--- src/rtl/apb_timer_slave_if.sv ---
// APB2 completer-side bus bundle for one bridge port of the timer slave.
interface apb_timer_slave_if;
  logic        psel;
  logic        penable;
  logic        pwrite;
  logic [31:0] paddr;
  logic [31:0] pwdata;
  logic [31:0] prdata;

  modport master (
    output psel, penable, pwrite, paddr, pwdata,
    input  prdata
  );

  modport slave (
    input  psel, penable, pwrite, paddr, pwdata,
    output prdata
  );
endinterface

--- src/rtl/apb_timer_slave.sv ---
// Zero-wait-state APB2 timer peripheral: 32-bit down counter with prescaler,
// one-shot/periodic reload and a level interrupt (RIS & IE).
module apb_timer_slave #(
  parameter int unsigned PRESCALE_W = 8,
  parameter logic [31:0] LOAD_RESET = 32'h0000_FFFF
) (
  input  logic                  hclk,
  input  logic                  hresetn,
  input  logic                  pclk_en,
  apb_timer_slave_if.slave      apb,
  output logic                  timer_irq
);

  typedef enum logic [2:0] {
    REG_LOAD   = 3'd0,
    REG_VALUE  = 3'd1,
    REG_CTRL   = 3'd2,
    REG_RIS    = 3'd3,
    REG_INTCLR = 3'd4,
    REG_MIS    = 3'd5,
    REG_RSVD6  = 3'd6,
    REG_RSVD7  = 3'd7
  } reg_e;

  logic [31:0]           load_q,     load_d;
  logic [31:0]           value_q,    value_d;
  logic                  en_q,       en_d;
  logic                  periodic_q, periodic_d;
  logic                  ie_q,       ie_d;
  logic [PRESCALE_W-1:0] prescale_q, prescale_d;
  logic [PRESCALE_W-1:0] pcnt_q,     pcnt_d;
  logic                  ris_q,      ris_d;

  reg_e        sel;
  logic        wr_en;
  logic        wr_load;
  logic        wr_ctrl;
  logic        wr_intclr;
  logic        tick;
  logic        ris_set;
  logic [31:0] rd_data;
  logic        unused_addr;

  assign sel       = reg_e'(apb.paddr[4:2]);
  assign wr_en     = pclk_en & apb.psel & apb.penable & apb.pwrite;
  assign wr_load   = wr_en && (sel == REG_LOAD);
  assign wr_ctrl   = wr_en && (sel == REG_CTRL);
  assign wr_intclr = wr_en && (sel == REG_INTCLR);

  // A LOAD write suppresses the whole tick, so expiry (and its RIS set) is
  // only recognised when no LOAD write lands in the same cycle.
  assign tick      = en_q && (pcnt_q == prescale_q);
  assign ris_set   = tick && !wr_load && (value_q == '0);

  assign unused_addr = ^{apb.paddr[31:5], apb.paddr[1:0]};

  // Next-state: prescaler, counter and interrupt, then APB writes on top.
  always_comb begin
    load_d     = load_q;
    value_d    = value_q;
    en_d       = en_q;
    periodic_d = periodic_q;
    ie_d       = ie_q;
    prescale_d = prescale_q;
    pcnt_d     = pcnt_q;
    ris_d      = ris_q;

    if (en_q) begin
      pcnt_d = tick ? '0 : pcnt_q + PRESCALE_W'(1);
    end

    if (tick && !wr_load) begin
      if (value_q != '0) begin
        value_d = value_q - 32'd1;
      end else begin
        ris_d = 1'b1;
        if (periodic_q) begin
          value_d = load_q;
        end else begin
          en_d = 1'b0;
        end
      end
    end

    if (wr_load) begin
      load_d  = apb.pwdata;
      value_d = apb.pwdata;
      pcnt_d  = '0;
    end

    if (wr_ctrl) begin
      en_d       = apb.pwdata[0];
      periodic_d = apb.pwdata[1];
      ie_d       = apb.pwdata[2];
      prescale_d = apb.pwdata[8 +: PRESCALE_W];
      if (!en_q && apb.pwdata[0]) begin
        pcnt_d = '0;
      end
    end

    if (wr_intclr && !ris_set) begin
      ris_d = 1'b0;
    end
  end

  // State registers with asynchronous active-low reset.
  always_ff @(posedge hclk or negedge hresetn) begin
    if (!hresetn) begin
      load_q     <= LOAD_RESET;
      value_q    <= LOAD_RESET;
      en_q       <= 1'b0;
      periodic_q <= 1'b0;
      ie_q       <= 1'b0;
      prescale_q <= '0;
      pcnt_q     <= '0;
      ris_q      <= 1'b0;
    end else begin
      load_q     <= load_d;
      value_q    <= value_d;
      en_q       <= en_d;
      periodic_q <= periodic_d;
      ie_q       <= ie_d;
      prescale_q <= prescale_d;
      pcnt_q     <= pcnt_d;
      ris_q      <= ris_d;
    end
  end

  // Read mux; output is forced to zero unless this port is selected for a read.
  always_comb begin
    rd_data = '0;
    case (sel)
      REG_LOAD:  rd_data = load_q;
      REG_VALUE: rd_data = value_q;
      REG_CTRL: begin
        rd_data[0]                = en_q;
        rd_data[1]                = periodic_q;
        rd_data[2]                = ie_q;
        rd_data[8 +: PRESCALE_W]  = prescale_q;
      end
      REG_RIS:   rd_data[0] = ris_q;
      REG_MIS:   rd_data[0] = ris_q & ie_q;
      default:   rd_data = '0;
    endcase
  end

  assign apb.prdata = (apb.psel && !apb.pwrite) ? rd_data : '0;
  assign timer_irq  = ris_q & ie_q;

endmodule
--- src/flat_wrapper.sv ---
// flat-port wrapper written by rule: the top's interface ports become plain ports
module apb_timer_slave_flat 
#(
  parameter int unsigned PRESCALE_W = 8,
  parameter logic [31:0] LOAD_RESET = 32'h0000_FFFF
)
  (hclk, hresetn, pclk_en, timer_irq, apb_psel, apb_penable, apb_pwrite, apb_paddr, apb_pwdata, apb_prdata);
  apb_timer_slave_if apb_i ();
  input  logic hclk;
  input  logic hresetn;
  input  logic pclk_en;
  output logic timer_irq;
  input wire logic [$bits(apb_i.psel)-1:0] apb_psel;
  input wire logic [$bits(apb_i.penable)-1:0] apb_penable;
  input wire logic [$bits(apb_i.pwrite)-1:0] apb_pwrite;
  input wire logic [$bits(apb_i.paddr)-1:0] apb_paddr;
  input wire logic [$bits(apb_i.pwdata)-1:0] apb_pwdata;
  output wire logic [$bits(apb_i.prdata)-1:0] apb_prdata;
  assign apb_i.psel = apb_psel;
  assign apb_i.penable = apb_penable;
  assign apb_i.pwrite = apb_pwrite;
  assign apb_i.paddr = apb_paddr;
  assign apb_i.pwdata = apb_pwdata;
  assign apb_prdata = apb_i.prdata;
  apb_timer_slave #(.PRESCALE_W(PRESCALE_W), .LOAD_RESET(LOAD_RESET)) u_core (.hclk(hclk), .hresetn(hresetn), .pclk_en(pclk_en), .apb(apb_i), .timer_irq(timer_irq));
endmodule
--- config.mk ---
export PLATFORM = sky130hd
export DESIGN_NAME = apb_timer_slave_flat
export DESIGN_NICKNAME = d
export VERILOG_FILES = /design/src/rtl/apb_timer_slave_if.sv /design/src/rtl/apb_timer_slave.sv /design/src/flat_wrapper.sv
export SDC_FILE = /design/constraint.sdc
export NUM_CORES = 1
export LEC_CHECK = 0
export ABC_AREA = 1
export CAP_MARGIN = 20
export CORE_MARGIN = 1
export CORE_UTILIZATION = 25
export DETAILED_ROUTE_END_ITERATION = 8
export PLACE_DENSITY = 0.41
export SLEW_MARGIN = 20
export SYNTH_ARGS = -nofsm -noshare
export SYNTH_HDL_FRONTEND = slang
export SYNTH_SLANG_ARGS = --single-unit
--- constraint.sdc ---
create_clock -name hclk -period 1.85 [get_ports hclk]
set_input_delay 0.185 -clock hclk [delete_from_list [all_inputs] [get_ports hclk]]
set_output_delay 0.185 -clock hclk [all_outputs]
set_load 0.005 [all_outputs]
---- Word level (Yosys, flattened, before mapping) ----
Index checks and enable logic that the tools add are counted.
cells by class
  bitwise operators ....................... 4
  div/mod/pow operators ................... 0
  add/sub/neg operators ................... 2
  equal/unequal tests ..................... 9
  $mul .................................... 0
  mux-type cells .......................... 22
  $lt $le $gt $ge ......................... 0
  reduce and logical (&&, ||, !) cells .... 23
  shifts and indexed selects .............. 0
operators by type and width
  kind                                                                    number
  32-bit 2-to-1 mux                                                       5
  8-bit 2-to-1 mux                                                        5
  32-bit logical NOT                                                      1
  16-bit one-hot mux with 2 select lines                                  1
  32-bit nonzero test                                                     1
  32-bit by 1-bit subtractor with 32-bit output (second input constant)   1
  8-bit one-hot mux with 3 select lines                                   1
  5-bit one-hot mux with 2 select lines                                   1
  1-bit logical AND                                                       9
  8-bit by 1-bit adder with 8-bit output (second input constant)          1
  8-bit equality test                                                     1
  1-bit 2-to-1 mux                                                        7
  3-bit by 2-bit equality test with 1-bit output (second input constant)  2
  3-bit equality test (second input constant)                             2
  2-bit one-hot mux with 3 select lines                                   1
  2-bit nonzero test                                                      3
  1-bit one-hot mux with 5 select lines                                   1
  1-bit bitwise AND                                                       4
  1-bit logical NOT                                                       4
  2-bit != test (second input constant)                                   2
  2-bit AND reduction                                                     2
  3-bit by 1-bit equality test with 1-bit output (second input constant)  1
  3-bit logical NOT                                                       1
  3-bit AND reduction                                                     1
  2 further kinds                                                         2
word-level totals
  memory bits (writable) .................. 0
  memory bits (read-only) ................. 0
  memories kept ........................... 0
  bits in registers ....................... 84
  bits of input ports ..................... 70
  output and inout port bits .............. 33
  bits in latches ......................... 0
  logic and storage cells ................. 68

---- Logic depth before layout (Yosys ltp) ----
Gate-level depths: netlist (run 1).
  word-level depth ........................ 11
  depth in mapped cells ................... 13
  gate-level depth less buffers ........... 12

---- Worst setup path after synthesis (run 1) ----
No wires, ideal clock.
  path kind ............................... register to register
  start point ............................. register u_core.value_q[0]
  end point ............................... register u_core.value_q[28]
  setup time .............................. 117 ps
  period minus slack after synthesis ...... 1,685 ps
  path buffers ............................ 1
  stages on the path, launching flop included .. 14
  required time ........................... 1,733 ps
  data arrival time ....................... 1,568 ps
  path slack .............................. 165 ps
  cells stage by stage .................... dfstp_2 -> inv_1 -> ha_1 -> nand2_1 -> nor2_1 -> nand2_1 -> inv_1 -> nand2_2 -> buf_6 -> nand2_1 -> nand2_1 -> nand3_1 -> nor2_1 -> nor2_1
between the ends
  cells in the longest elaborated chain, start to end .. 4
  elaborated cells on any way between the ends .. 7
  those cells by class .................... add/sub: 1; mux: 3; reduce/logical: 3
RTL lines
  what                                                                                  line                                          text
  start, declared                                                                       apb_timer_slave.sv:26                         logic [31:0] value_q, value_d;
  start signal, assigned                                                                apb_timer_slave.sv:119                        value_q <= value_d;
  32-bit by 1-bit subtractor with 32-bit output or 32-bit nonzero test (tied branches)  apb_timer_slave.sv:74, apb_timer_slave.sv:73
  32-bit 2-to-1 mux                                                                     apb_timer_slave.sv:73                         if (value_q != '0) begin
  32-bit 2-to-1 mux                                                                     apb_timer_slave.sv:72                         if (tick && !wr_load) begin
  32-bit 2-to-1 mux                                                                     apb_timer_slave.sv:85                         if (wr_load) begin
Parallel ways exist; a longest one is shown, timed or not. The select of a mux whose other input is x is not followed.
A chain may end at the register's enable or synchronous reset.

---- Final worst setup path (run 1) ----
  start point ............................. register u_core.value_q[15]
  end point ............................... output apb_prdata[15]
between the ends
  cells in the longest elaborated chain, start to end .. 2
RTL lines
  what                                   line                    text
  8-bit one-hot mux with 3 select lines  apb_timer_slave.sv:132  case (sel)
  32-bit 2-to-1 mux                      apb_timer_slave.sv:147  assign apb.prdata = (apb.psel && !apb.pwrite) ? rd_data : '0;
  end, declared                          flat_wrapper.sv:18      output wire logic [$bits(apb_i.prdata)-1:0] apb_prdata;
Every way passes these cells.

==> results of run 1 <==
power by group:
part / internal (W) / switching (W)
logic: 0.00115 / 0.00150
clock network: 0.00108 / 0.000802
registers: 0.00224 / 0.000249
final cells by class:
type / instances / area [µm²] / area share (%)
Inverter: 123 / 480 / 5.59
Timing Repair Buffer: 200 / 1920 / 22.3
Clock buffer: 10 / 239 / 2.78
Multi-Input combinational cell: 672 / 3400 / 39.5
Sequential cell: 84 / 2140 / 24.9
Tap cell: 285 / 357 / 4.15
Clock inverter: 6 / 63.8 / 0.742
metal layers:
layer,global-route usage (%),vias up,wire (µm)
li1,-,3184,-
met1,26.7,2845,10900
met4,3.57,0,136
met3,2.21,6,670
met2,27.7,105,9230
met5,0,-,0
state kept, by name, summed over array words and instances, names as in the netlist:
signal             flops
u_core.load_q         32
u_core.prescale_q      8
u_core.value_q        32
u_core.ris_q           1
u_core.pcnt_q          8
u_core.ie_q            1
u_core.en_q            1
u_core.periodic_q      1
worst register-to-register path: cells and delay by family, from the launching register on:
family                   cells  cell delay, ns
adder cells (fa/ha/maj)      1            0.16
buffers and inverters        3            0.34
flip-flops                   1            0.54
AND/OR/NAND/NOR              8            0.61
cells in the final DEF (no fill, tap or decap), drive strengths merged, types with 31 or more instances in the layout:
| master | count |
|---|---|
| a21oi | 51 |
| buf | 127 |
| clkdlybuf4s50 | 37 |
| dfrtp | 52 |
| dfstp | 32 |
| dlygate4sd2 | 31 |
| inv | 122 |
| nand2 | 332 |
| nand3 | 47 |
| nor2 | 137 |
| o21ai | 44 |
worst max-delay path by stage:
stage                                               from                              to  slack [ns]  cells past startpoint
after detailed placement                    apb_paddr[2]                  apb_prdata[24]       -0.39                      8
final                     u_core.value_q[15]$_DFFE_PN1P_                  apb_prdata[15]        0.07                      6
after global routing       u_core.value_q[2]$_DFFE_PN1P_   u_core.value_q[9]$_DFFE_PN1P_       -0.05                     13
after floorplan            u_core.value_q[0]$_DFFE_PN1P_  u_core.value_q[28]$_DFFE_PN0P_        0.17                     13
after CTS                  u_core.value_q[0]$_DFFE_PN1P_  u_core.value_q[16]$_DFFE_PN0P_      -0.002                     12
after global placement                      apb_paddr[2]                  apb_prdata[24]       -0.38                      8
stage by stage:
stage / total power, W / cells / hold WS [ns] / util, %
floorplan: 0.00379 / 904 / -0.111 / -
global placement: 0.00477 / 1333 / 0.100 / 33.5
detailed placement: 0.00477 / 1333 / 0.0986 / 33.5
CTS: 0.00685 / 1374 / 0.273 / 36.4
global route: 0.00752 / 1380 / 0.304 / 38.0
finish: 0.00703 / 1380 / 0.271 / 38.0
timing repair:
action | 4_1_cts | 5_1_grt
pin swaps | 17 | 23
resized for setup | 92 | 88
gates cloned | 2 | 2
setup buffers | 22 | 4
hold buffers | 1 | 0
endpoints found under the hold margin | 17 | 0
setup endpoints to repair | 66 | 37
cells by family after synthesis:
| family | Yosys count |
|---|---|
| compound gates | 110 |
| xor+xnor | 18 |
| fa+ha+maj | 3 |
| buf+inv | 149 |
| flops | 84 |
| simple gates | 540 |
==> qor.csv, run 1 <==
stage;metric;value;unit
outcome;status;complete, no violations;
synthesis;Synth Flop Type;dfrtp_1;
synthesis;post-synthesis simple-gate area fraction;38.8;%
worst_setup_path;Worst setup EP type;primary output;
timing;f_max;0.562;GHz
die;Core Region;22600;µm²
synthesis;Yosys Warn Count;0;
grt;gr usage total;18.0;%
timing;Fin Setup TNS;0;ns
power;worst vdd ir;0.443;mV
worst_setup_path;crit path max fanout;3;
grt;initial antenna violation count;0;
placement;Setup Slack @ Placement;-0.388;ns
cts;Clock Tree Root;clkbuf_16;
synthesis;syn_area_per_cell;6.40;µm²
detailed_routing;Residual DRC;0;
synthesis;post-synthesis compound-gate area fraction;10.2;%
run;max-cap viol count;0;
detailed_routing;WL per Instance;15.2;µm
timing;Final Setup Violations;0;
worst_setup_path;critical path cell sequence;buf_4 > inv_1 > o22ai_1 > o21ai_1 > inv_1 > dlygate4sd2_1;
final_layout;Total Nets Final;1163;
die;die area;23800;µm²
worst_setup_path;r2r startpoint;u_core.value_q[1]$_DFFE_PN1P_;
min_path;Worst Hold Class;in2async;
synthesis;Mapped Nets;977;
detailed_routing;DRT Wirelength;20900;µm
cts;cts bufs inserted;9;
die;Die Width;154;µm
placement;GP Congestion;0.848;
synthesis;post-synthesis xor/xnor area fraction;2.72;%
worst_setup_path;worst path bufs/invs;4;
detailed_routing;post-DR vias/cell;4.45;
synthesis;Synth top cells by count;326 x nand2_1, 126 x nor2_1, 119 x inv_1, 52 x dfrtp_1, 51 x a21oi_1;
final_layout;share of cells above drive strength 1;27.0;%
cts;Worst-path clk slew;0.07;ns
detailed_routing;drt initial violations;417;
worst_setup_path;Top cell by count, worst path;inv_1;
worst_setup_path;CP arrival;1.59;ns
final_layout;design area;8600;µm²
die;Die Ht;154;µm
timing;RSZ-0062 raised after global routing;true;
synthesis;mux contribution to synthesized area;0;%
detailed_routing;Post-DRT Antenna Nets;0;
synthesis;largest family of logic cells by synthesized area;simple AND/OR/NAND/NOR gates;
synthesis;biggest area consumer among synthesized cells;dfrtp_1;
timing;Period minus WS final;1.78;ns
synthesis;Post-Synth Adder-Cell Area;0.648;%
power;pwr/cell area;817;nW/µm²
synthesis;Syn Std Cell Area;5790;µm²
detailed_routing;total iterations of the first detailed-routing run;5;
synthesis;Yosys top cell area share;22.5;%
worst_setup_path;Worst Setup Start Kind;flop;
die;Initial Utilization;25.6;%
worst_setup_path;slowest CP cell;dfstp_2;
grt;largest net degree at the start of global routing;48;
worst_setup_path;reg2reg path depth;12;
timing;slew margin rel.;69.0;%
worst_setup_path;flop2flop setup slack;0.09;ns
cts;H-tree Lvls;3;
worst_setup_path;CP delay by family, top;flip-flops;
timing;Final WS setup;0.0710;ns
final_layout;Area growth syn-to-layout;48.6;%
synthesis;Yosys cell types;35;
synthesis;Yosys reg bits;84;
cts;clk buf depth;2;
worst_setup_path;worst r2r dst;u_core.value_q[16]$_DFFE_PN0P_;
synthesis;post-synthesis async set-or-reset flop share;100;%
timing;Tcrit/Tclk final;96.2;%
placement;placed cell area;7590;µm²
timing;Worst Max-Slew Pin Slew;0.461;ns
placement;DP HPWL;15900;µm
timing;Pins Over Slew Limit;0;
cts;worst skew pair latency;0.34;ns
timing;Worst Clk Skew;0.00985;ns
synthesis;Post-synth EDFFs;0;
cts;CTS Sinks;84;
placement;Port Buffers;73;
synthesis;Seq/Total Area, Yosys;37.0;%
worst_setup_path;Crit Path Class;reg2out;
die;num ports;103;
synthesis;Area contributors post-synth;dfrtp_1 22%, nand2_1 21%, dfstp_2 15%, nor2_1 8.2%, inv_1 7.7%;
cts;CTS tree;yes;
final_layout;FILL cells;2441;
worst_setup_path;CP peak stage delay;0.56;ns
worst_setup_path;Data required, critical path;1.66;ns
power;LEAKAGE;4.44;nW
grt;GRT overflow;0;
timing;final hold viol count;0;
die;Rows;55;
grt;vias in the first global route;5987;
synthesis;Synth Instances;904;
synthesis;most numerous cell in the Yosys netlist;nand2_1;
final_layout;n_diodes;0;
grt;first-pass GRT wire length;32900;µm
detailed_routing;DR vias;6140;
(Power assumes the default switching activity.)
==> run 2: changes to the inputs <==
==> constraint.sdc (replaced) <==
create_clock -name hclk -period 1.7 [get_ports hclk]
set_input_delay 0.17 -clock hclk [delete_from_list [all_inputs] [get_ports hclk]]
set_output_delay 0.17 -clock hclk [all_outputs]
set_load 0.005 [all_outputs]
==> run 2 against run 1 <==
Compared with the run above:
- the flow now finishes with violations (setup timing)
- worst setup slack worse by 0.16 ns
- clock power grew 12%
- critical path depth is 6 higher
- routed wire length grew 0.55%
- final cell count increased by 3.0%
- critical endpoint is now u_core.value_q[27]$_DFFE_PN0P_
- largest cell class unchanged
- highest routed layer unchanged
==> qor.csv, run 2 (synthesized netlist as in run 1, its figures left out) <==
stage;metric;value;unit;change
cts;CTS Sinks;84;;unchanged
final_layout;FILL cells;2401;;-1.6%
grt;vias in the first global route;6182;;+3.3%
final_layout;n_diodes;0;;unchanged
worst_setup_path;Worst Setup Start Kind;flop;;
die;die area;23800;µm²;unchanged
timing;Fin Setup TNS;-1.36;ns;-1.36 ns
worst_setup_path;worst r2r dst;u_core.value_q[27]$_DFFE_PN0P_;;
power;Int Power;0.00522;W;+17%
final_layout;register area;2140;µm²;unchanged
final_layout;most frequent cells in the layout;294 x nand2_1, 121 x buf_4, 100 x inv_1, 77 x nor2_1, 52 x dfrtp_1;;
detailed_routing;post-DR vias/cell;4.40;;-1.1%
placement;Port Buffers;73;;unchanged
placement;placed cell area;7900;µm²;+4.0%
die;Die Ht;154;µm;unchanged
timing;Worst Clk Skew;0.0113;ns;+0.00142 ns
placement;Setup Slack @ Placement;-0.483;ns;-0.0948 ns
min_path;Worst Hold End;u_core.ris_q$_DFFE_PN0P_;;
die;Initial Utilization;25.6;%;unchanged
power;Sequential Power Share;32.9;%;-2.5 points
die;num ports;103;;unchanged
grt;GRT overflow;0;;unchanged
power;LEAKAGE;4.65;nW;+4.7%
final_layout;Util after Layout;40.6;%;+2.6 points
detailed_routing;DR vias;6258;;+1.9%
cts;clk buf depth;2;;unchanged
min_path;hold path cells;4;;
placement;GP Congestion;0.811;;-4.4%
min_path;Worst Hold Class;in2reg;;
timing;final hold viol count;0;;unchanged
worst_setup_path;Data required, critical path;1.95;ns;+0.29 ns
timing;Final WS setup;-0.0841;ns;-0.155 ns
timing;Worst Max-Slew Pin Slew;0.424;ns;-0.0366 ns
power;clock power share;25.6;%;-1.2 points
grt;Most Used Layer, Global Route;met2;;
detailed_routing;drt initial violations;327;;-22%
cts;Clock Tree Root;clkbuf_16;;
worst_setup_path;reg2reg path depth;12;;unchanged
detailed_routing;WL per Instance;14.8;µm;-2.4%
power;pwr/cell area;894;nW/µm²;+9.5%
cts;Worst-path clk slew;0.07;ns;about the same
worst_setup_path;flop2flop setup slack;-0.08;ns;-0.17 ns
power;sw power;0.00299;W;+17%
timing;f_max;0.561;GHz;
cts;worst skew pair latency;0.36;ns;+0.02 ns
run;max-cap viol count;0;;unchanged
power;Overall Power;0.00821;W;+17%
timing;Period minus WS final;1.78;ns;
placement;DP HPWL;16200;µm;+1.9%
timing;Tcrit/Tclk final;105;%;
detailed_routing;DRT Wirelength;21000;µm;+0.55%
final_layout;commonest non-fill, non-tap cell in the layout;nand2_1;;
worst_setup_path;crit path max fanout;28;;+25
die;Core Region;22600;µm²;unchanged
final_layout;multi-input gate area in the final layout;3640;µm²;+7.1%
grt;gr usage total;18.5;%;+0.58 points
timing;Final Setup Violations;32;;+32
worst_setup_path;Crit Path Class;reg2reg;;
min_path;Hold Path Origin;apb_paddr[2];;
grt;first-pass GRT wire length;33700;µm;+2.5%
outcome;violated checks;setup timing;;
worst_setup_path;r2r startpoint;u_core.value_q[18]$_DFFE_PN0P_;;
grt;met1 GRT Util;26.9;%;+0.20 points
die;Die Width;154;µm;unchanged
final_layout;Area growth syn-to-layout;58.6;%;
power;combinational share of power;41.6;%;+3.8 points
power;worst vdd ir;0.493;mV;+11%
detailed_routing;total iterations of the first detailed-routing run;5;;unchanged
grt;met2 GRT Util;29.2;%;+1.5 points
outcome;status;complete, but fails checks;;
final_layout;design area;9180;µm²;+6.8%
power;sw frac;36.4;%;+0.12 points
final_layout;biggest regs;u_core.load_q: 32 flops, u_core.value_q: 32 flops;;
final_layout;Total Nets Final;1205;;+3.6%
worst_setup_path;CP arrival;2.03;ns;+0.44 ns
grt;largest net degree at the start of global routing;33;;-31%
final_layout;share of cells above drive strength 1;35.4;%;+8.3 points
die;Rows;55;;unchanged
cts;cts bufs inserted;9;;unchanged
timing;RSZ-0062 raised after global routing;true;;
worst_setup_path;Worst setup EP type;flop;;
cts;H-tree Lvls;3;;unchanged
grt;met3 Use GR;1.91;%;-0.31 points
grt;initial antenna violation count;0;;unchanged
cts;CTS tree;yes;;
detailed_routing;Residual DRC;0;;unchanged
timing;slew margin rel.;71.3;%;+2.3 points
timing;Pins Over Slew Limit;0;;unchanged
detailed_routing;Post-DRT Antenna Nets;0;;unchanged
[run 2: metrics by stage]
step	hold slack [ns]	cells
CTS	0.307	1416
global route	0.283	1422
floorplan	-0.126	904
detailed placement	0.134	1370
finish	0.261	1422
global placement	0.134	1370
[run 2: worst max-delay path by stage]
| stage | start | endpoint | cells after the start |
|---|---|---|---|
| floorplan | u_core.value_q[0]$_DFFE_PN1P_ | u_core.value_q[28]$_DFFE_PN0P_ | 13 |
| global placement | apb_paddr[2] | apb_prdata[28] | 8 |
| detailed placement | apb_paddr[2] | apb_prdata[24] | 8 |
| CTS | u_core.value_q[19]$_DFFE_PN0P_ | u_core.value_q[30]$_DFFE_PN0P_ | 12 |
| global route | u_core.value_q[16]$_DFFE_PN0P_ | u_core.value_q[19]$_DFFE_PN0P_ | 12 |
| finish | u_core.value_q[18]$_DFFE_PN0P_ | u_core.value_q[27]$_DFFE_PN0P_ | 12 |
[run 2: layout make-up]
| cell class | count | area share [%] |
|---|---|---|
| clock buffer | 11 | 2.64 |
| clock inverter | 5 | 0.654 |
| inverter | 123 | 5.33 |
| multi-input combinational | 672 | 39.7 |
| sequential | 84 | 23.3 |
| tap | 285 | 3.88 |
| timing repair buffer | 242 | 24.5 |
[run 2: power groups by stage]
stage                     registers [W]  logic, W  clock network [W]
final                           0.00270   0.00342            0.00210
after detailed placement        0.00271   0.00271                  0
after floorplan                 0.00270   0.00142                  0
after CTS                       0.00268   0.00316            0.00215
after global placement          0.00271   0.00271                  0
after global routing            0.00274   0.00379            0.00222
[run 2: layer usage]
layer / vias to the layer above / part of all wire [%]
met5: - / 0
met4: 0 / 1.2
met3: 14 / 2.0
li1: 3268 / -
met2: 85 / 45
met1: 2891 / 52
[run 2: repair_timing]
item                                    CTS  global route
gates resized for setup                 211           110
buffers inserted                         30             9
endpoints found under the setup margin   66            69
hold buffers                              1             0
endpoints found under the hold margin    12             0
cloned                                    2             0
pin swaps                                43            38
[run 2: critical path: stages (launching register included)]
cell and delay, ns:
dfrtp_1 0.43, nor2_4 0.15, nand2_4 0.07, buf_6 0.12
nor2_4 0.09, nand2_2 0.07, nor2_4 0.18, nand3_4 0.13
nand2_8 0.11, buf_12 0.12, inv_16 0.06, nor2_2 0.08
nor2_1 0.05
==> run 3: changes to the inputs <==
--- a/config.mk
+++ b/config.mk
@@ -9,7 +9,9 @@
 export CAP_MARGIN = 20
 export CORE_MARGIN = 1
 export CORE_UTILIZATION = 25
+export CTS_BUF_LIST = sky130_fd_sc_hd__clkbuf_8
 export DETAILED_ROUTE_END_ITERATION = 8
+export HOLD_SLACK_MARGIN = 0.05
 export PLACE_DENSITY = 0.41
 export SLEW_MARGIN = 20
 export SYNTH_ARGS = -nofsm -noshare
==> run 3 against run 2 <==
Compared with the run above:
- the run still ends with setup timing left
- critical path depth is 2 higher
- critical endpoint is now u_core.value_q[16]$_DFFE_PN0P_
- hold slack worse by 0.047 ns
- combinational power grew 6.7%
- maximum frequency decreased by 0.50%
- total power shrank 3.6%
==> qor.csv, run 3 (synthesized netlist as in run 1, its figures left out) <==
stage;metric;value;unit;change
timing;RSZ-0062 raised after global routing;true;;
final_layout;most frequent cells in the layout;273 x nand2_1, 125 x buf_4, 100 x inv_1, 79 x nor2_1, 52 x dfrtp_1;;
die;num ports;103;;unchanged
detailed_routing;total iterations of the first detailed-routing run;4;;-1
final_layout;commonest non-fill, non-tap cell in the layout;nand2_1;;
final_layout;register area;2140;µm²;unchanged
worst_setup_path;CP arrival;2.07;ns;+0.04 ns
detailed_routing;DR vias;6362;;+1.7%
worst_setup_path;slowest CP cell;dfstp_2;;
placement;GP Congestion;0.811;;unchanged
grt;first-pass GRT wire length;34300;µm;+1.9%
die;Die Ht;154;µm;unchanged
final_layout;Total Nets Final;1220;;+1.2%
final_layout;multi-input gate area in the final layout;3840;µm²;+5.3%
min_path;Worst Hold Class;in2reg;;
final_layout;share of cells above drive strength 1;40.5;%;+5.1 points
detailed_routing;Residual DRC;0;;unchanged
final_layout;n_diodes;0;;unchanged
worst_setup_path;Worst Setup Start Kind;flop;;
cts;CTS tree;yes;;
timing;Worst Max-Slew Pin Slew;0.427;ns;+0.00280 ns
timing;Final Setup Violations;35;;+9.4%
die;Core Region;22600;µm²;unchanged
cts;Clock Tree Root;clkbuf_8;;
grt;vias in the first global route;6286;;+1.7%
worst_setup_path;Worst setup EP type;flop;;
worst_setup_path;crit path max fanout;6;;-79%
power;worst vdd ir;0.372;mV;-25%
worst_setup_path;Crit Path Class;reg2reg;;
grt;initial antenna violation count;0;;unchanged
final_layout;Area growth syn-to-layout;63.2;%;
cts;H-tree Lvls;3;;unchanged
placement;DP HPWL;16200;µm;unchanged
min_path;hold path cells;4;;unchanged
placement;placed insts;1370;;unchanged
timing;Fin Setup TNS;-1.78;ns;-0.421 ns
detailed_routing;WL per Instance;15.2;µm;+2.8%
detailed_routing;DRT Wirelength;21900;µm;+3.9%
timing;slew margin rel.;71.2;%;-0.19 points
final_layout;FILL cells;2380;;-0.87%
min_path;Worst Hold End;u_core.ris_q$_DFFE_PN0P_;;
cts;cts bufs inserted;9;;unchanged
min_path;Hold Path Origin;apb_paddr[2];;
worst_setup_path;worst r2r dst;u_core.value_q[16]$_DFFE_PN0P_;;
grt;GRT overflow;0;;unchanged
worst_setup_path;r2r startpoint;u_core.value_q[8]$_DFFE_PN1P_;;
detailed_routing;drt initial violations;395;;+21%
run;max-cap viol count;0;;unchanged
grt;largest net degree at the start of global routing;33;;unchanged
timing;Final WS setup;-0.0931;ns;-0.00903 ns
worst_setup_path;Data required, critical path;1.98;ns;+0.03 ns
timing;Period minus WS final;1.79;ns;+0.00903 ns
cts;CTS Sinks;84;;unchanged
placement;Port Buffers;73;;unchanged
grt;gr usage total;18.9;%;+0.40 points
worst_setup_path;critical path cell sequence;buf_6 > nor2_4 > nand2_4 > buf_6 > nor2_4 > nand2_4 > nor2_4 > buf_6 > buf_8 > a21oi_2 > nand2_1 > nand2_1 > nand2_1 > nand2_1;;
final_layout;final instance count without filler cells;1437;;+1.1%
die;Rows;55;;unchanged
detailed_routing;post-DR vias/cell;4.43;;+0.60%
detailed_routing;Post-DRT Antenna Nets;0;;unchanged
timing;final hold viol count;0;;unchanged
cts;worst skew pair latency;0.40;ns;+0.04 ns
timing;f_max;0.558;GHz;-0.50%
outcome;status;complete, but fails checks;;
die;die area;23800;µm²;unchanged
worst_setup_path;reg2reg path depth;14;;+2
worst_setup_path;Top cell by count, worst path;nand2_1;;
timing;Worst Clk Skew;0.0194;ns;+0.00812 ns
power;Overall Power;0.00791;W;-3.6%
timing;final hold slack;0.214;ns;-0.0471 ns
timing;Pins Over Slew Limit;0;;unchanged
timing;Tcrit/Tclk final;105;%;+0.53 points
final_layout;biggest regs;u_core.load_q: 32 flops, u_core.value_q: 32 flops;;
die;Initial Utilization;25.6;%;unchanged
power;LEAKAGE;4.77;nW;+2.5%
cts;clk buf depth;2;;unchanged
die;Die Width;154;µm;unchanged
worst_setup_path;CP peak stage delay;0.40;ns;-0.03 ns
power;pwr/cell area;837;nW/µm²;-6.4%
worst_setup_path;flop2flop setup slack;-0.09;ns;about the same
cts;Worst-path clk slew;0.10;ns;+0.03 ns
outcome;violated checks;setup timing;;
==> run 3: report_power, final <==
part / internal [W] / switching, W / total, W
Combinational: 0.00171 / 0.00193 / 0.00365
Clock: 0.000721 / 0.000861 / 0.00158
Sequential: 0.00243 / 0.000253 / 0.00269
==> run 3: how the worst max path moves through the flow <==
stage	from	end	slack, ns
after CTS	u_core.value_q[0]$_DFFE_PN1P_	apb_prdata[0]	-0.17
after global routing	u_core.value_q[8]$_DFFE_PN1P_	u_core.value_q[17]$_DFFE_PN0P_	-0.20
after global placement	apb_paddr[2]	apb_prdata[28]	-0.45
after detailed placement	apb_paddr[2]	apb_prdata[24]	-0.48
after floorplan	u_core.value_q[0]$_DFFE_PN1P_	u_core.value_q[28]$_DFFE_PN0P_	0.02
final	u_core.value_q[8]$_DFFE_PN1P_	u_core.value_q[16]$_DFFE_PN0P_	-0.09
==> run 3: per-stage QoR <==
stage / worst slack [ns] / area (µm²) / util (%)
6_report: -0.0931 / 9450 / 41.7
3_3_place_gp: -0.451 / 7900 / 34.9
3_5_place_dp: -0.483 / 7900 / 34.9
5_1_grt: -0.197 / 9450 / 41.7
4_1_cts: -0.174 / 9020 / 39.8
2_1_floorplan: 0.0153 / 5790 / -
==> run 3: final cells by class <==
| type | count | share of cell area [%] |
|---|---|---|
| inverter | 123 | 5.26 |
| timing repair inverter | 2 | 0.212 |
| timing repair buffer | 255 | 25.4 |
| sequential | 84 | 22.7 |
| tap | 285 | 3.77 |
| clock buffer | 10 | 1.46 |
| clock inverter | 6 | 0.675 |
| multi-input combinational | 672 | 40.6 |
==> run 3: routing by layer <==
| metal | global-route usage, % | share of wire (%) | vias to the layer above |
|---|---|---|---|
| met5 | 0 | 0 | - |
| li1 | - | - | 3300 |
| met1 | 27.6 | 51 | 2961 |
| met4 | 5.67 | 1.3 | 0 |
| met3 | 1.88 | 2.9 | 12 |
| met2 | 29.4 | 45 | 89 |
==> run 3: critical path, delay by kind of cell, from the launching register on <==
family | cells | cell delay [ns]
AND/OR/NAND/NOR | 9 | 0.70
flip-flops | 1 | 0.40
AO/OA/AOI/OAI | 1 | 0.05
buffers and inverters | 4 | 0.52
==> run 3: repair_timing <==
action | 4_1_cts | 5_1_grt
gates resized for setup | 275 | 145
cloned | 6 | 0
setup endpoints to repair | 66 | 69
buffers inserted | 41 | 13
hold endpoints to repair | 25 | 0
hold buffers | 1 | 0
pin swaps | 51 | 82
